### src/rtl/motor_mixer_seq.sv
// Time-multiplexed motor mixer: one shared multiplier walks the coefficient table, results stream out saturated.
// Optional airmode offset stage is enabled by defining MIXER_AIRMODE_EN.
module motor_mixer_seq #(
  parameter int MOTOR_COUNT = 4,
  parameter int DATA_W      = 32,
  parameter int FRAC_BITS   = 28,
  parameter int OUT_MIN     = 0,
  parameter int OUT_MAX     = 1 << 28,
  localparam int unsigned AW = $clog2(MOTOR_COUNT * 4),
  localparam int unsigned IW = (MOTOR_COUNT > 1) ? $clog2(MOTOR_COUNT) : 1
) (
  input  logic              clk,
  input  logic              reset,
  input  logic              coef_we,
  input  logic [AW-1:0]     coef_addr,
  input  logic [DATA_W-1:0] coef_data,
  input  logic              start,
  input  logic              armed,
  input  logic              failsafe,
  input  logic [DATA_W-1:0] in_throttle,
  input  logic [DATA_W-1:0] in_roll,
  input  logic [DATA_W-1:0] in_pitch,
  input  logic [DATA_W-1:0] in_yaw,
  output logic              busy,
  output logic              out_valid,
  input  logic              out_ready,
  output logic [IW-1:0]     motor_index,
  output logic [DATA_W-1:0] motor_value,
  output logic              frame_done
);

  localparam int unsigned STEPS = 4 * MOTOR_COUNT;
  localparam int unsigned ACC_W = DATA_W + 2;
  localparam int unsigned SAT_W = ACC_W + 1;
  localparam int unsigned PW    = 2 * DATA_W;
  localparam logic signed [SAT_W-1:0] MIN_S = SAT_W'(OUT_MIN);
  localparam logic signed [SAT_W-1:0] MAX_S = SAT_W'(OUT_MAX);

  typedef enum logic [1:0] {S_IDLE, S_MAC, S_ADJUST, S_EMIT} state_t;

  state_t                   state;
  logic [AW-1:0]            cnt;
  logic signed [DATA_W-1:0] coef_tab [STEPS];
  logic signed [DATA_W-1:0] cmd_thr, cmd_roll, cmd_pitch, cmd_yaw;
  logic                     arm_l, fs_l;
  logic signed [ACC_W-1:0]  acc;
  logic signed [ACC_W-1:0]  mbuf [MOTOR_COUNT];
  logic signed [ACC_W-1:0]  off_q;

  logic [1:0]               axis_c;
  logic [IW-1:0]            mot_c;
  logic [IW-1:0]            nidx_c;
  logic signed [DATA_W-1:0] cmd_c;
  logic signed [PW-1:0]     prod_c;
  logic signed [DATA_W-1:0] term_c;
  logic signed [ACC_W-1:0]  sum_c;
  logic                     en_c;

  assign axis_c = cnt[1:0];
  assign mot_c  = IW'(cnt >> 2);
  assign nidx_c = motor_index + IW'(1);
  assign en_c   = arm_l & ~fs_l;

  // Command select for the current axis, then one fixed-point MAC step
  always_comb begin
    cmd_c = cmd_thr;
    case (axis_c)
      2'd0: cmd_c = cmd_thr;
      2'd1: cmd_c = cmd_roll;
      2'd2: cmd_c = cmd_pitch;
      2'd3: cmd_c = cmd_yaw;
    endcase
  end

  assign prod_c = PW'(coef_tab[cnt]) * PW'(cmd_c);
  assign term_c = DATA_W'(prod_c >>> FRAC_BITS);
  assign sum_c  = ((axis_c == 2'd0) ? '0 : acc) + ACC_W'(term_c);

  // Offset subtraction is done one bit wider so it can never wrap before clamping
  function automatic logic [DATA_W-1:0] sat(input logic signed [ACC_W-1:0] s,
                                            input logic signed [ACC_W-1:0] off,
                                            input logic en);
    logic signed [SAT_W-1:0] v;
    v = SAT_W'(s) - SAT_W'(off);
    if (!en)           sat = '0;
    else if (v < MIN_S) sat = DATA_W'(MIN_S);
    else if (v > MAX_S) sat = DATA_W'(MAX_S);
    else               sat = DATA_W'(v);
  endfunction

`ifdef MIXER_AIRMODE_EN
  localparam logic signed [ACC_W-1:0] MAX_A = ACC_W'(OUT_MAX);
  logic signed [ACC_W-1:0] max_acc;
  logic signed [ACC_W-1:0] off_c;
  assign off_c = (max_acc > MAX_A) ? (max_acc - MAX_A) : '0;
`else
  logic signed [ACC_W-1:0] first_c;
  // With one motor its sum lands in the buffer on the same edge that starts emission
  assign first_c = (MOTOR_COUNT == 1) ? sum_c : mbuf[0];
  assign off_q   = '0;
`endif

  always_ff @(posedge clk) begin
    if (reset) begin
      state       <= S_IDLE;
      cnt         <= '0;
      busy        <= 1'b0;
      out_valid   <= 1'b0;
      frame_done  <= 1'b0;
      motor_index <= '0;
      motor_value <= '0;
      acc         <= '0;
      arm_l       <= 1'b0;
      fs_l        <= 1'b0;
      cmd_thr     <= '0;
      cmd_roll    <= '0;
      cmd_pitch   <= '0;
      cmd_yaw     <= '0;
      for (int i = 0; i < STEPS; i++) coef_tab[i] <= '0;
      for (int i = 0; i < MOTOR_COUNT; i++) mbuf[i] <= '0;
`ifdef MIXER_AIRMODE_EN
      max_acc     <= '0;
      off_q       <= '0;
`endif
    end else begin
      frame_done <= 1'b0;
      if (coef_we && !busy) coef_tab[coef_addr] <= coef_data;

      case (state)
        S_IDLE: begin
          if (start) begin
            cmd_thr   <= in_throttle;
            cmd_roll  <= in_roll;
            cmd_pitch <= in_pitch;
            cmd_yaw   <= in_yaw;
            arm_l     <= armed;
            fs_l      <= failsafe;
            cnt       <= '0;
            busy      <= 1'b1;
            state     <= S_MAC;
          end
        end

        S_MAC: begin
          acc <= sum_c;
          cnt <= cnt + AW'(1);
          if (axis_c == 2'd3) begin
            mbuf[mot_c] <= sum_c;
`ifdef MIXER_AIRMODE_EN
            if (mot_c == '0 || sum_c > max_acc) max_acc <= sum_c;
`endif
          end
          if (cnt == AW'(STEPS - 1)) begin
`ifdef MIXER_AIRMODE_EN
            state <= S_ADJUST;
`else
            state       <= S_EMIT;
            out_valid   <= 1'b1;
            motor_index <= '0;
            motor_value <= sat(first_c, '0, en_c);
`endif
          end
        end

`ifdef MIXER_AIRMODE_EN
        S_ADJUST: begin
          off_q       <= off_c;
          state       <= S_EMIT;
          out_valid   <= 1'b1;
          motor_index <= '0;
          motor_value <= sat(mbuf[0], off_c, en_c);
        end
`endif

        S_EMIT: begin
          if (out_ready) begin
            if (motor_index == IW'(MOTOR_COUNT - 1)) begin
              out_valid  <= 1'b0;
              busy       <= 1'b0;
              frame_done <= 1'b1;
              state      <= S_IDLE;
            end else begin
              motor_index <= nidx_c;
              motor_value <= sat(mbuf[nidx_c], off_q, en_c);
            end
          end
        end

        default: state <= S_IDLE;
      endcase
    end
  end

endmodule

### config.mk
export PLATFORM = sky130hd
export DESIGN_NAME = motor_mixer_seq
export DESIGN_NICKNAME = d
export VERILOG_FILES = /design/src/rtl/motor_mixer_seq.sv
export SDC_FILE = /design/constraint.sdc
export NUM_CORES = 2
export LEC_CHECK = 0
export CAP_MARGIN = 0
export CORE_MARGIN = 5
export CORE_UTILIZATION = 64
export DETAILED_ROUTE_END_ITERATION = 10
export GPL_TIMING_DRIVEN = 0
export PLACE_DENSITY = 0.82
export RECOVER_POWER = 50
export SKIP_LAST_GASP = 1
export SYNTH_ARGS = -nofsm -noshare
export SYNTH_HDL_FRONTEND = slang
export SYNTH_SLANG_ARGS = --single-unit
### constraint.sdc
create_clock -name clk -period 15.85 [get_ports clk]
set_clock_uncertainty 0.2 [all_clocks]
set_input_delay 3.17 -clock clk [delete_from_list [all_inputs] [get_ports clk]]
set_output_delay 3.17 -clock clk [all_outputs]
set_load 0.02 [all_outputs]
==> flow_summary.yaml <==
setup_path:
  worst-path-stages: 41
  worstSetupPathType: "reg2reg"
  cpLargestDelayFamily: "adder cells"
  startpoint_type: "flop"
  worst-path-buf-inv: 8
  critPathMaxStageDelay_ns: 0.69
  reg2reg_to: "mbuf[1][33]$_SDFFCE_PN0P_"
  r2r_setup_slack_ns: 0.20
  ff2ff_path_depth: 41
  cp.arrival_ns: 15.91
  end_kind: "flop"
  critPathCapture: "mbuf[1][33]$_SDFFCE_PN0P_"
  path_common_cell: "fa_1"
  critPathSlowestCell: "clkbuf_1"
  cp.required_ns: 16.11
  crit_fanout: 10
power_and_ir_drop:
  pwr_density_cell_nw_per_um2: 225
  cellLeakagePower_nw: 33.2
  vdd_drop_max_mv: 0.435
  total_power_mw: 17.9
cts:
  clock_path_buffers: 3
  cts_max_level: 3
  clock-sinks: 859
  insertion_delay_ns: 0.71
  cts_tree: "built"
  root_buffer: "clkbuf_16"
  cts_buffers: 89
  cts_hold_buf: 0
  clkSlewWorstSetupHoldPaths_ns: 0.06
placed_design:
  pre_cts_slack_ns: -2.28
  place_inst: 8470
  placed_area_um2: 76500
  gp_congestion: 1.05
  hpwl_mm: 197
  io_buffers: 206
synthesis:
  syn_area_um2: 72100
  async_reset_ff_share_pct: 0
  synth_enable_flop_cells: 648
  syn-num-nets: 8159
  syn_inst: 6738
  yosys_warnings: 0
  synthFlopType: "edfxtp_1"
  avgSynthCellArea_um2: 10.7
  ys_seq_elements: 859
  synth_cell_types: 83
  ys_seq_area_share_pct: 32.9
routing:
  wl_per_cell_um: 29.4
  ant_nets: 0
  drtIter0Drc: 6992
  wl_mm: 254
  vias: 54200
  viasPerCell: 6.27
  drtPass1Iterations: 8
  drc: 0
global_route:
  grt_pass1_wl_mm: 370
  grt_max_degree: 33
  grt_antenna_before_repair: 8
  globalRouteTotalUtil_pct: 42.6
  grt_overflow: 0
  grt_pass1_vias: 56200
floorplanning:
  die_width_um: 346
  initial_utilization_pct: 64.2
  io_pins: 208
  die_h_um: 346
  die_area_um2: 119000
  rows: 123
  core_area_um2: 112000
layout:
  most-common-layout-cells: "fa_1 (1037), inv_1 (939), nand2_1 (935)"
  drive_above_1_share_pct: 7.18
  final_nets: 8478
  layout_commonest_cell: "fa_1"
  postLayoutCellArea_um2: 79600
  area_delta_synth_final_pct: 10.5
  final_cells: 8634
timing:
  final-max-slew-violation-count: 92
  fmax_ghz: 0.0639
  period_share_pct: 98.8
  period_needed_ns: 15.65
  worst_pin_slew_ns: 2.19
  finalSetupViolCount: 0
  hold_viol: 0
  worst_slack_ns: 0.195
  hold_ws_ns: 0.256
  relSlewSlack_pct: -46.3
outcome:
  violations: "capacitance limit, slew limit"
  outcome: "finished, violations left"
run:
  drv_cap: 4
worst_hold_path:
  hp-class: "reg2reg"
-- cells by family (layout without fill, tap and decap cells) --
family,count (synthesis),count (layout),synth area share (%)
DFF,859,859,32.9
xor gates and xnor gates,91,91,1.15
adders and majority gates,1250,1250,32.5
buffers and inverters,1334,1722,7.04
muxes,262,262,6.63
and+or+nand+nor,2396,2396,15.0
AOI/OAI and AO/OA,546,546,4.78
other,0,8,0
-- metrics by stage --
stage                     setup TNS [ns]  utilization (%)
after global placement           -166.43             67.8
after CTS                              0             70.9
after global routing             -0.0546             70.9
after detailed placement         -154.65             68.2
after floorplan                        0                -
final                                  0             71.0
-- worst register-to-register path: cells and delay by family (launching register included) --
kind | cells | cell delay [ns]
adder cells (fa/ha/maj) | 10 | 5.19
buffers and inverters | 8 | 2.95
AO/OA/AOI/OAI | 10 | 2.79
AND/OR/NAND/NOR | 8 | 2.15
XOR/XNOR | 3 | 0.94
multiplexers | 2 | 0.63
flip-flops | 1 | 0.53
-- flip-flops by register name, summed over array words and instances, names as in the netlist, named ones only --
name / flops
cmd_thr: 32
frame_done: 1
cmd_yaw: 32
busy: 1
cnt: 4
cmd_roll: 32
motor_index: 2
mbuf: 136
out_valid: 1
fs_l: 1
arm_l: 1
coef_tab: 512
acc: 34
state: 2
cmd_pitch: 32
motor_value: 32
-- layout make-up --
| cell class | count | area [µm²] |
|---|---|---|
| fill | 7955 | 32600 |
| tap | 1500 | 1880 |
| sequential | 859 | 23700 |
| antenna | 8 | 20.0 |
| buffer | 386 | 1600 |
| timing repair buffer | 233 | 2390 |
| multi-input combinational | 4545 | 43600 |
| clock inverter | 47 | 520 |
| inverter | 943 | 3540 |
| clock buffer | 113 | 2410 |
-- cells in the mapped netlist (all sizes together) (9+ instances only) --
library cell  number  area share, %
nand4             19           0.16
nand2            935            4.9
xor2              36           0.45
buf               62           0.41
and3              13           0.11
a22oi             30           0.31
fa              1037             29
nor4              19           0.16
a21oi            254            1.8
nand2b            24           0.21
inv              940            4.9
a211oi            10           0.10
o21bai            19           0.20
a222oi            33           0.46
nand3             24           0.17
nor2             726            3.8
ha               213            3.7
mux4             168            5.2
edfxtp           648             27
clkbuf           329            1.7
or2               22           0.19
nor2b             46           0.40
dfxtp            211            5.9
xnor2             55           0.70
a31oi              9          0.095
mux2i             48           0.67
nor3              19           0.14
o21a              34           0.35
a21o              54           0.56
mux2              46           0.72
o21ai             64           0.44
and2             523            4.5
-- routing by layer --
layer / up-vias / global-route usage, % / wire length, µm
met5: - / 0 / 32
met4: 4 / 28.0 / 22200
met3: 940 / 13.7 / 32700
met2: 3912 / 64.0 / 111000
met1: 27200 / 53.6 / 87500
li1: 22100 / - / -
-- worst min path at each step --
stage,start,endpoint,slack (ns),cells past startpoint
finish,cmd_yaw[25]$_SDFFE_PP0P_,cmd_yaw[25]$_SDFFE_PP0P_,0.26,2
global placement,acc[0]$_SDFFE_PP0P_,acc[0]$_SDFFE_PP0P_,0.24,2
detailed placement,cmd_thr[25]$_SDFFE_PP0P_,cmd_thr[25]$_SDFFE_PP0P_,0.25,2
global route,cmd_thr[25]$_SDFFE_PP0P_,cmd_thr[25]$_SDFFE_PP0P_,0.27,2
CTS,cmd_thr[25]$_SDFFE_PP0P_,cmd_thr[25]$_SDFFE_PP0P_,0.25,2
floorplan,fs_l$_SDFFE_PP0P_,fs_l$_SDFFE_PP0P_,0.23,2
-- repair_timing --
action / 4_1_cts / 5_1_grt
gates resized for setup: 56 / 45
setup buffers: 0 / 0
setup endpoints to repair: 125 / 53
-- power breakdown --
part           internal [mW]  switching, mW  total, mW
registers               2.54         0.0493       2.59
clock network           1.18          0.929       2.11
logic                   4.59           8.65       13.2
total                   8.32           9.63       17.9
Power figures use the tool's default switching activity.
